[config.mk]
export PLATFORM = sky130hd
export DESIGN_NAME = event_readout_arbiter_flat
export DESIGN_NICKNAME = d
export VERILOG_FILES = /design/src/rtl/event_readout_arbiter_if.sv /design/src/rtl/event_readout_arbiter.sv /design/src/flat_wrapper.sv
export SDC_FILE = /design/constraint.sdc
export NUM_CORES = 1
export LEC_CHECK = 0
export BUFFER_PORTS_ARGS = -buffer_cell sky130_fd_sc_hd__buf_2
export CORE_ASPECT_RATIO = 1.4
export CORE_MARGIN = 2
export CORE_UTILIZATION = 40
export DETAILED_ROUTE_END_ITERATION = 10
export MAX_ROUTING_LAYER = met4
export PLACE_DENSITY_LB_ADDON = 0.08
export SLEW_MARGIN = 15
export SYNTH_ARGS = -nofsm -noshare
export SYNTH_HDL_FRONTEND = slang
export SYNTH_SLANG_ARGS = --single-unit
[constraint.sdc]
create_clock -name clk -period 3.1 [get_ports clk]
set_clock_uncertainty 0.15 [all_clocks]
set_input_delay 0.31 -clock clk [delete_from_list [all_inputs] [get_ports clk]]
set_output_delay 0.31 -clock clk [all_outputs]
set_load 0.05 [all_outputs]
[src/rtl/event_readout_arbiter_if.sv]
`default_nettype none
// ---------------------------------------------------------------------------
// event_readout_arbiter_if : valid/ready readout bus for timestamped records
// Rev 1.0
// ---------------------------------------------------------------------------
interface event_readout_arbiter_if #(
  parameter int DATA_W = 12
) ();
  logic              valid;
  logic              ready;
  logic [DATA_W-1:0] data;

  modport master (output valid, output data, input ready);
  modport slave  (input valid, input data, output ready);
endinterface
`default_nettype wire

[src/rtl/event_readout_arbiter.sv]
`default_nettype none
// ---------------------------------------------------------------------------
// event_readout_arbiter : per-unit event capture, round-robin grant into a
// first-word fall-through FIFO of {unit_id, evt_code, timestamp} records
// Rev 1.0
// ---------------------------------------------------------------------------
module event_readout_arbiter #(
  parameter int NUM_UNITS  = 4,
  parameter int EVT_W      = 2,
  parameter int TS_W       = 8,
  parameter int FIFO_DEPTH = 8,
  localparam int ID_W  = $clog2(NUM_UNITS),
  localparam int PTR_W = $clog2(FIFO_DEPTH),
  localparam int CNT_W = $clog2(FIFO_DEPTH) + 1,
  localparam int REC_W = ID_W + EVT_W + TS_W
) (
  input  logic                       clk,
  input  logic                       rst,
  input  logic                       sample_tick_i,
  input  logic [NUM_UNITS-1:0]       spike_i,
  input  logic [EVT_W*NUM_UNITS-1:0] event_i,
  event_readout_arbiter_if.master    rd_if,
  output logic [CNT_W-1:0]           fifo_count_o,
  output logic                       drop_sticky_o,
  input  logic                       clear_drop_i
);

  logic [TS_W-1:0]      ts_q;
  logic [NUM_UNITS-1:0] pend_q, pend_d, cap, grant_oh;
  logic [EVT_W-1:0]     pend_evt_q [NUM_UNITS];
  logic [TS_W-1:0]      pend_ts_q  [NUM_UNITS];
  logic [ID_W-1:0]      rr_ptr_q, grant_id, scan_idx;
  logic                 grant_vld, space, push, pop, drop, drop_q;
  logic [REC_W-1:0]     mem_q [FIFO_DEPTH];
  logic [REC_W-1:0]     push_rec, out_data_q;
  logic [PTR_W-1:0]     wr_ptr_q, rd_ptr_q, rd_nxt;
  logic [CNT_W-1:0]     count_q;

  assign pop    = (count_q != '0) & rd_if.ready;
  assign space  = (count_q < CNT_W'(FIFO_DEPTH)) | pop;
  assign rd_nxt = rd_ptr_q + PTR_W'(1);

  // First pending unit at or after rr_ptr, wrapping modulo NUM_UNITS.
  always_comb begin
    grant_vld = 1'b0;
    grant_id  = '0;
    scan_idx  = '0;
    for (int k = 0; k < NUM_UNITS; k++) begin
      scan_idx = rr_ptr_q + ID_W'(k);
      if (!grant_vld && pend_q[scan_idx]) begin
        grant_vld = 1'b1;
        grant_id  = scan_idx;
      end
    end
  end

  assign push     = space & grant_vld;
  assign grant_oh = push ? (NUM_UNITS'(1) << grant_id) : '0;
  assign push_rec = {grant_id, pend_evt_q[grant_id], pend_ts_q[grant_id]};

  // A granted unit frees its slot this cycle, so a coincident spike is kept.
  always_comb begin
    pend_d = pend_q & ~grant_oh;
    cap    = '0;
    drop   = 1'b0;
    for (int u = 0; u < NUM_UNITS; u++) begin
      if (spike_i[u]) begin
        if (!pend_q[u] || grant_oh[u]) begin
          pend_d[u] = 1'b1;
          cap[u]    = 1'b1;
        end else begin
          drop = 1'b1;
        end
      end
    end
  end

  always_ff @(posedge clk) begin
    for (int u = 0; u < NUM_UNITS; u++) begin
      if (cap[u]) begin
        pend_evt_q[u] <= event_i[u*EVT_W +: EVT_W];
        pend_ts_q[u]  <= ts_q;
      end
    end
    if (push) begin
      mem_q[wr_ptr_q] <= push_rec;
    end
  end

  always_ff @(posedge clk) begin
    if (rst) begin
      ts_q       <= '0;
      pend_q     <= '0;
      rr_ptr_q   <= '0;
      wr_ptr_q   <= '0;
      rd_ptr_q   <= '0;
      count_q    <= '0;
      drop_q     <= 1'b0;
      out_data_q <= '0;
    end else begin
      if (sample_tick_i) begin
        ts_q <= ts_q + TS_W'(1);
      end
      pend_q <= pend_d;
      if (push) begin
        rr_ptr_q <= grant_id + ID_W'(1);
        wr_ptr_q <= wr_ptr_q + PTR_W'(1);
      end
      if (pop) begin
        rd_ptr_q <= rd_nxt;
      end
      count_q <= count_q + CNT_W'(push) - CNT_W'(pop);
      if (drop) begin
        drop_q <= 1'b1;
      end else if (clear_drop_i) begin
        drop_q <= 1'b0;
      end
      // Registered head: holds the last record while the FIFO is empty.
      if (count_q == '0) begin
        if (push) begin
          out_data_q <= push_rec;
        end
      end else if (pop) begin
        if (count_q > CNT_W'(1)) begin
          out_data_q <= mem_q[rd_nxt];
        end else if (push) begin
          out_data_q <= push_rec;
        end
      end
    end
  end

  assign rd_if.valid   = (count_q != '0);
  assign rd_if.data    = out_data_q;
  assign fifo_count_o  = count_q;
  assign drop_sticky_o = drop_q;

endmodule
`default_nettype wire

[src/flat_wrapper.sv]
// flat-port wrapper written by rule: the top's interface ports become plain ports
module event_readout_arbiter_flat 
#(
  parameter int NUM_UNITS  = 4,
  parameter int EVT_W      = 2,
  parameter int TS_W       = 8,
  parameter int FIFO_DEPTH = 8,
  localparam int ID_W  = $clog2(NUM_UNITS),
  localparam int PTR_W = $clog2(FIFO_DEPTH),
  localparam int CNT_W = $clog2(FIFO_DEPTH) + 1,
  localparam int REC_W = ID_W + EVT_W + TS_W
)
  (clk, rst, sample_tick_i, spike_i, event_i, fifo_count_o, drop_sticky_o, clear_drop_i, rd_if_valid, rd_if_data, rd_if_ready);
  event_readout_arbiter_if #(.DATA_W((12))) rd_if_i ();
  input  logic clk;
  input  logic rst;
  input  logic sample_tick_i;
  input  logic [NUM_UNITS-1:0] spike_i;
  input  logic [EVT_W*NUM_UNITS-1:0] event_i;
  output logic [CNT_W-1:0] fifo_count_o;
  output logic drop_sticky_o;
  input  logic clear_drop_i;
  output wire logic [$bits(rd_if_i.valid)-1:0] rd_if_valid;
  output wire logic [$bits(rd_if_i.data)-1:0] rd_if_data;
  input wire logic [$bits(rd_if_i.ready)-1:0] rd_if_ready;
  assign rd_if_valid = rd_if_i.valid;
  assign rd_if_data = rd_if_i.data;
  assign rd_if_i.ready = rd_if_ready;
  event_readout_arbiter #(.NUM_UNITS(NUM_UNITS), .EVT_W(EVT_W), .TS_W(TS_W), .FIFO_DEPTH(FIFO_DEPTH)) u_core (.clk(clk), .rst(rst), .sample_tick_i(sample_tick_i), .spike_i(spike_i), .event_i(event_i), .rd_if(rd_if_i), .fifo_count_o(fifo_count_o), .drop_sticky_o(drop_sticky_o), .clear_drop_i(clear_drop_i));
endmodule
==> results of run 1 <==
==> metrics by stage <==
step	utilization	setup WS, ps	cell area [µm²]	power [W]	cells
final	0.484	340	8670	0.00823	827
after global routing	0.484	216	8670	0.00869	827
after CTS	0.484	297	8670	0.00835	827
after detailed placement	0.445	323	7970	0.00623	783
after global placement	0.445	366	7970	0.00618	783
after floorplan	-	53.9	7400	0.00545	503
==> per-layer routing <==
metal,global-route usage,vias to the layer above,share of wire
met5,-,-,0
met4,0.0575,0,0.010
met3,0.0396,11,0.026
met2,0.316,68,0.56
met1,0.193,2155,0.41
li1,-,2037,-
==> cells by family after synthesis <==
logic type      after synthesis
flops                       173
simple gates                143
compound gates               66
mux                          55
buf+inv                      41
xor+xnor                     13
fa+ha+maj                    12
==> worst min-delay path: stages <==
cell     delay (ps)
buf_2           150
xnor2_1          80
nor2_1           70
==> cells in the mapped netlist, types with 3 or more instances <==
library cell  count
buf_1             3
mux4_2           24
mux2i_1          31
xnor2_1           5
buf_4             5
dfxtp_1          37
nand3_1          11
xor2_1            8
nor2b_1           5
edfxtp_1        136
a21o_1            4
clkbuf_1         12
ha_1             11
a21bo_1          10
a31oi_1          12
and3_1           11
o21ai_0           6
a21oi_1          12
inv_1            12
nor3_1           13
nand4_1           4
nand2_1          41
nor2_1           45
a21o_2            8
inv_2             3
==> state kept, by name, indices dropped and copies added (netlist names) <==
| register | cells |
|---|---|
| u_core.drop_sticky_o | 1 |
| u_core.pend_evt_q | 8 |
| u_core.wr_ptr_q | 3 |
| u_core.fifo_count_o | 4 |
| u_core.rr_ptr_q | 2 |
| u_core.pend_q | 4 |
| u_core.ts_q | 8 |
| u_core.rd_if.data | 12 |
| u_core.pend_ts_q | 32 |
| u_core.mem_q | 96 |
| u_core.rd_ptr_q | 3 |
==> cells in the final DEF (no fill, tap or decap), types with 8 or more instances in the layout <==
master,n
clkbuf_16,17
dlygate4sd3_1,12
buf_4,31
a31oi_1,12
mux4_2,24
a21o_2,8
nor3_1,11
and3_1,11
inv_1,12
a21oi_1,12
edfxtp_1,136
mux2i_1,31
ha_1,11
nand3_1,11
nand2_1,41
nor2_1,44
a21bo_1,10
xor2_1,8
buf_2,34
dfxtp_1,34
==> power by group <==
| part | internal [W] | total, W | switching [W] |
|---|---|---|---|
| Sequential | 0.00305 | 0.00325 | 0.000198 |
| Combinational | 0.00115 | 0.00289 | 0.00174 |
| Clock | 0.00121 | 0.00209 | 0.000882 |
==> final timing paths <==
kind                                 end  slack (ps)
setup / recovery  u_core.fifo_count_o[2]         340
hold / removal            u_core.ts_q[0]          70
setup reg to reg  u_core.fifo_count_o[2]         340
hold reg to reg       u_core.rd_ptr_q[1]         360
==> cell type report <==
class | count | area share
multi-input combinational | 289 | 0.273
inverter | 16 | 0.00721
clock inverter | 13 | 0.0164
clock buffer | 19 | 0.0511
sequential | 173 | 0.557
tap | 240 | 0.0346
timing repair buffer | 77 | 0.0603
==> what timing repair did <==
item                      in CTS  in global routing
hold endpoints to repair      12                  0
hold buffers                  12                  0
buffers inserted               0                  0
==> flow_summary_export.csv, run 1 <==
group,metric,value,unit
worst_setup_path,critPathBufInv,5,
placed_design,io_buffers,34,
yosys,synth-edff-count,136,
yosys,synth_nets,532,
yosys,yosys.area.top_type_share,0.558,
sta,period_share,0.890,
die,io_pins,35,
worst_setup_path,required,3260,ps
clocking,cts_resized,0,
worst_setup_path,crit_family,"adder cells",
routing,routed_wl,15600,µm
yosys,synthTopCellsByArea,"edfxtp_1 (56%), dfxtp_1 (10%), mux4_2 (7.4%)",
sta,clock.fmax,362,MHz
sta,rsz0062_at_grt,"false",
final_layout,layout-drive-gt1-share,0.252,
yosys,synth_top_family_by_area,"multiplexers",
routing,via_per_inst,5.16,
pwr,p_leak,3.23,nW
yosys,avgSynthCellArea,14.6,µm²
routing,wl_per_cell,18.9,µm
routing,drc,0,
die,num_rows,58,
min_path,hold_path_depth,3,
sta,fin_crit,2760,ps
yosys,yosysSeqAreaShare,0.659,
placed_design,dp_hpwl,10600,µm
worst_setup_path,cp.depth,14,
pwr,vdd_drop_max,0.415,mV
min_path,hold_path.class,"input pin to register",
routing,firstDrtPassIters,4,
clocking,htreeDepth,4,
die,initial_core_util,0.408,
worst_setup_path,crit_arrival,2920,ps
clocking,clkSinkCount,173,
final_layout,fillers,1587,
worst_setup_path,cpMaxStageDelayCell,"fa_1",
sta,slew_violations,0,
worst_setup_path,worstPathMaxFanout,11,
worst_setup_path,critPathLaunchType,"register",
final_layout,area_delta_synth_final,18.5,%
routing,drt_iter0_markers,233,
sta,whs,72.7,ps
clocking,clk_pin_slew,60,ps
yosys,synth-xor-area-share,0.0156,
final_layout,final_nets,603,
worst_setup_path,max_stage_delay,370,ps
worst_setup_path,cp-end-kind,"register",
yosys,synth_cell_types,50,
clocking,cts_tree,"yes",
sta,tightest_slew,950,ps
sta,setup_viol_count_final,0,
clocking,insertion_delay,420,ps
worst_setup_path,crit_chain,"inv_1 -> ha_1 -> nor2b_4 -> and2_4 -> inv_4 -> a21oi_2 -> or2_1 -> inv_2 -> buf_4 -> ha_1 -> inv_1 -> fa_1 -> xor2_1 -> nor2_1",
clocking,numCtsBuffers,17,
yosys,synthAdderAreaFrac,0.0215,
grt,grtUsageTotal,0.176,
final_layout,multi_input_area,2370,µm²
grt,antenna_found_initial,0,
clocking,root_buffer,"clkbuf_16",
status,status,"complete, no violations",
sta,slew_headroom,0.348,
yosys,yosysWarnings,0,
die,dieArea,19400,µm²
worst_setup_path,crit_start,"u_core.fifo_count_o[2]",
yosys,synthFlopType,"edfxtp_1",
yosys,synth_top_cell_by_area,"edfxtp_1",
die,fp.dieW,118,µm
yosys,synth_compound_area_frac,0.0685,
yosys,synthCells,503,
flow_run,maxCapViolCount,0,
worst_setup_path,path_class,"register to register",
yosys,async_flop_share,0,
placed_design,place_congestion,0.789,
final_layout,seq_area,4830,µm²
pwr,power_density,949,nW/µm²
yosys,synthSimpleGateAreaFrac,0.0911,
yosys,syn_area,7320,µm²
min_path,hp-start,"sample_tick_i",
yosys,ys_ff_latch,173,
worst_setup_path,reg2reg_from,"u_core.fifo_count_o[2]",
worst_setup_path,rr_worst_depth,14,
grt,grt_max_degree,33,
final_layout,n_antenna_cell,0,
die,die_y,164,µm
clocking,cts_buffer_depth,2,
sta,hold_viol,0,
routing,ant_nets,0,
grt,grt_pass1_wl,24600,µm
yosys,synth_mux_area_frac,0.116,
die,core_area,17900,µm²
grt,grt_overflow_total,0,
grt,grt_pass1_vias,4496,
routing,vias,4271,
sta,setup-tns-final,0,ps
Power figures use the tool's default switching activity.
==> inputs of run 2 (changes only) <==
--- a/config.mk
+++ b/config.mk
@@ -14,2 +14,3 @@
 export PLACE_DENSITY_LB_ADDON = 0.08
+export RECOVER_POWER = 25
 export SLEW_MARGIN = 15
--- a/constraint.sdc
+++ b/constraint.sdc
@@ -4,2 +4,2 @@
 set_output_delay 0.31 -clock clk [all_outputs]
-set_load 0.05 [all_outputs]
+set_load 0.01 [all_outputs]
==> run 2 against run 1 <==
Net effect: the flow now finishes with violations (max-capacitance violations, max-slew violations); critical path depth down 3; final cell count is the same; wire length is 3.8% higher; count of clock-buffer cells in the layout fell by 1; hold slack gained 7.4 ps; die area unchanged; via count down 0.35%; critical endpoint is now u_core.mem_q[6][7].
==> flow_summary_export.csv, run 2 (synthesis gave the netlist of run 1 again) <==
group,metric,value,unit
status,status,"complete, but fails checks",
status,violations,"max-capacitance violations, max-slew violations",
routing,drc,0,
sta,fin_crit,2790,ps
clocking,root_buffer,"clkbuf_16",
die,fp.dieW,118,µm
final_layout,largest_reg_flops,96,
clocking,clk_pin_slew,60,ps
clocking,cts_tree,"yes",
sta,whs,80.0,ps
placed_design,placed_area,7920,µm²
grt,grt_overflow_total,0,
worst_setup_path,max_stage_delay,380,ps
worst_setup_path,crit_chain,"inv_1 -> ha_1 -> nor2b_1 -> and2_4 -> inv_4 -> a21oi_2 -> or2_1 -> inv_2 -> nand2_1 -> nor3b_2 -> buf_4",
clocking,numCtsBuffers,17,
pwr,combPwrFrac,0.320,
worst_setup_path,cpMaxStageDelayCell,"nor3b_2",
pwr,power_density,931,nW/µm²
die,initial_core_util,0.408,
sta,slew_headroom,-0.106,
final_layout,layout-drive-gt1-share,0.210,
die,core_area,17900,µm²
sta,hold_viol,0,
routing,routed_wl,16200,µm
pwr,p_sw,0.00256,W
clocking,cts_buffer_depth,2,
sta,rsz0062_at_grt,"false",
clocking,insertion_delay,430,ps
worst_setup_path,required,3090,ps
final_layout,final_cell_mix,"edfxtp_1 (136), nor2_1 (45), nand2_1 (41)",
final_layout,final_cell_area,8610,µm²
final_layout,area_delta_synth_final,17.6,%
placed_design,io_buffers,34,
routing,ant_nets,0,
die,die_y,164,µm
die,dieArea,19400,µm²
min_path,hold_path.class,"input pin to register",
worst_setup_path,cp-end-kind,"register",
final_layout,stdcell_count,827,
final_layout,final_common_cell,"edfxtp_1",
routing,vias,4256,
grt,grt_pass1_wl,25200,µm
final_layout,final_nets,603,
pwr,intPower,0.00546,W
routing,firstDrtPassIters,4,
clocking,post_cts_buffers,0,
sta,period_share,0.899,
die,num_rows,58,
pwr,p_leak,3.16,nW
flow_run,maxCapViolCount,1,
clocking,clkSinkCount,173,
grt,grt_pass1_vias,4494,
sta,tightest_slew,1660,ps
grt,grt_max_degree,35,
sta,setup-tns-final,0,ps
routing,drt_iter0_markers,208,
placed_design,place_congestion,0.855,
grt,grtUsageTotal,0.183,
die,io_pins,35,
worst_setup_path,crit_family,"simple AND/OR/NAND/NOR gates",
worst_setup_path,worstPathMaxFanout,10,
worst_setup_path,critPathLaunchType,"register",
worst_setup_path,path_class,"register to register",
pwr,vdd_drop_max,0.397,mV
placed_design,placed_cells,783,
worst_setup_path,crit_arrival,2770,ps
routing,via_per_inst,5.15,
clocking,htreeDepth,4,
final_layout,largest_register,"u_core.mem_q",
pwr,p_sw_frac,0.319,
sta,setup_viol_count_final,0,
worst_setup_path,critPathBufInv,4,
pwr,clockPowerShare,0.275,
sta,clock.fmax,359,MHz
placed_design,dp_hpwl,10900,µm
routing,wl_per_cell,19.6,µm
pwr,pwr-share-seq,0.405,
sta,slew_violations,35,
final_layout,n_antenna_cell,0,
grt,antenna_found_initial,0,
run 2: cell types whose count changed in the layout (fill, tap and decap cells not counted), sizes merged:
cell      change
clkbuf       +18
clkinvlp      -1
buf          -19
bufinv        +1
inv           +1
run 2: power by group through the flow:
stage | clock [W] | combinational [W] | sequential, W
3_5_place_dp | 0 | 0.00264 | 0.00330
6_report | 0.00221 | 0.00256 | 0.00325
5_1_grt | 0.00234 | 0.00282 | 0.00328
2_1_floorplan | 0 | 0.00183 | 0.00327
4_1_cts | 0.00226 | 0.00266 | 0.00325
3_3_place_gp | 0 | 0.00261 | 0.00328
run 2: path summary, 6_finish.rpt:
kind / startpoint / to / slack (ps) / cells after the start
worst min register to register: u_core.rd_ptr_q[1] / u_core.rd_ptr_q[1] / 340 / 2
worst max-delay path: u_core.fifo_count_o[2] / u_core.mem_q[6][7] / 310 / 11
worst max register to register: u_core.fifo_count_o[2] / u_core.mem_q[6][7] / 310 / 11
worst min-delay path: sample_tick_i / u_core.ts_q[1] / 80 / 3
run 2: routing by layer:
metal,share of wire,GRT usage,vias to the layer above
met3,0.029,0.0406,21
li1,-,-,2040
met1,0.40,0.197,2142
met5,0,-,-
met4,0.019,0.0646,0
met2,0.55,0.330,53
run 2: what timing repair did:
item,in CTS,in global routing
gates resized for setup,0,0
hold buffers,12,0
endpoints found under the hold margin,13,0
run 2: worst min-delay path, stage by stage:
cell and delay (ps):
buf_2 160, mux2i_1 90, nor2_1 70
run 2: cell type report:
| class | instances | area, µm² |
|---|---|---|
| Inverter | 16 | 62.6 |
| Tap cell | 240 | 300 |
| Timing Repair Buffer | 77 | 497 |
| Clock buffer | 18 | 439 |
| Clock inverter | 14 | 184 |
| Multi-Input combinational cell | 289 | 2300 |
| Sequential cell | 173 | 4830 |
| Fill cell | 1618 | 9320 |
run 2: stage by stage:
stage	setup slack (ps)	utilization	power, W
finish	313	0.480	0.00801
global route	135	0.480	0.00845
CTS	329	0.483	0.00817
detailed placement	340	0.442	0.00595
global placement	427	0.442	0.00589
floorplan	76.9	-	0.00510
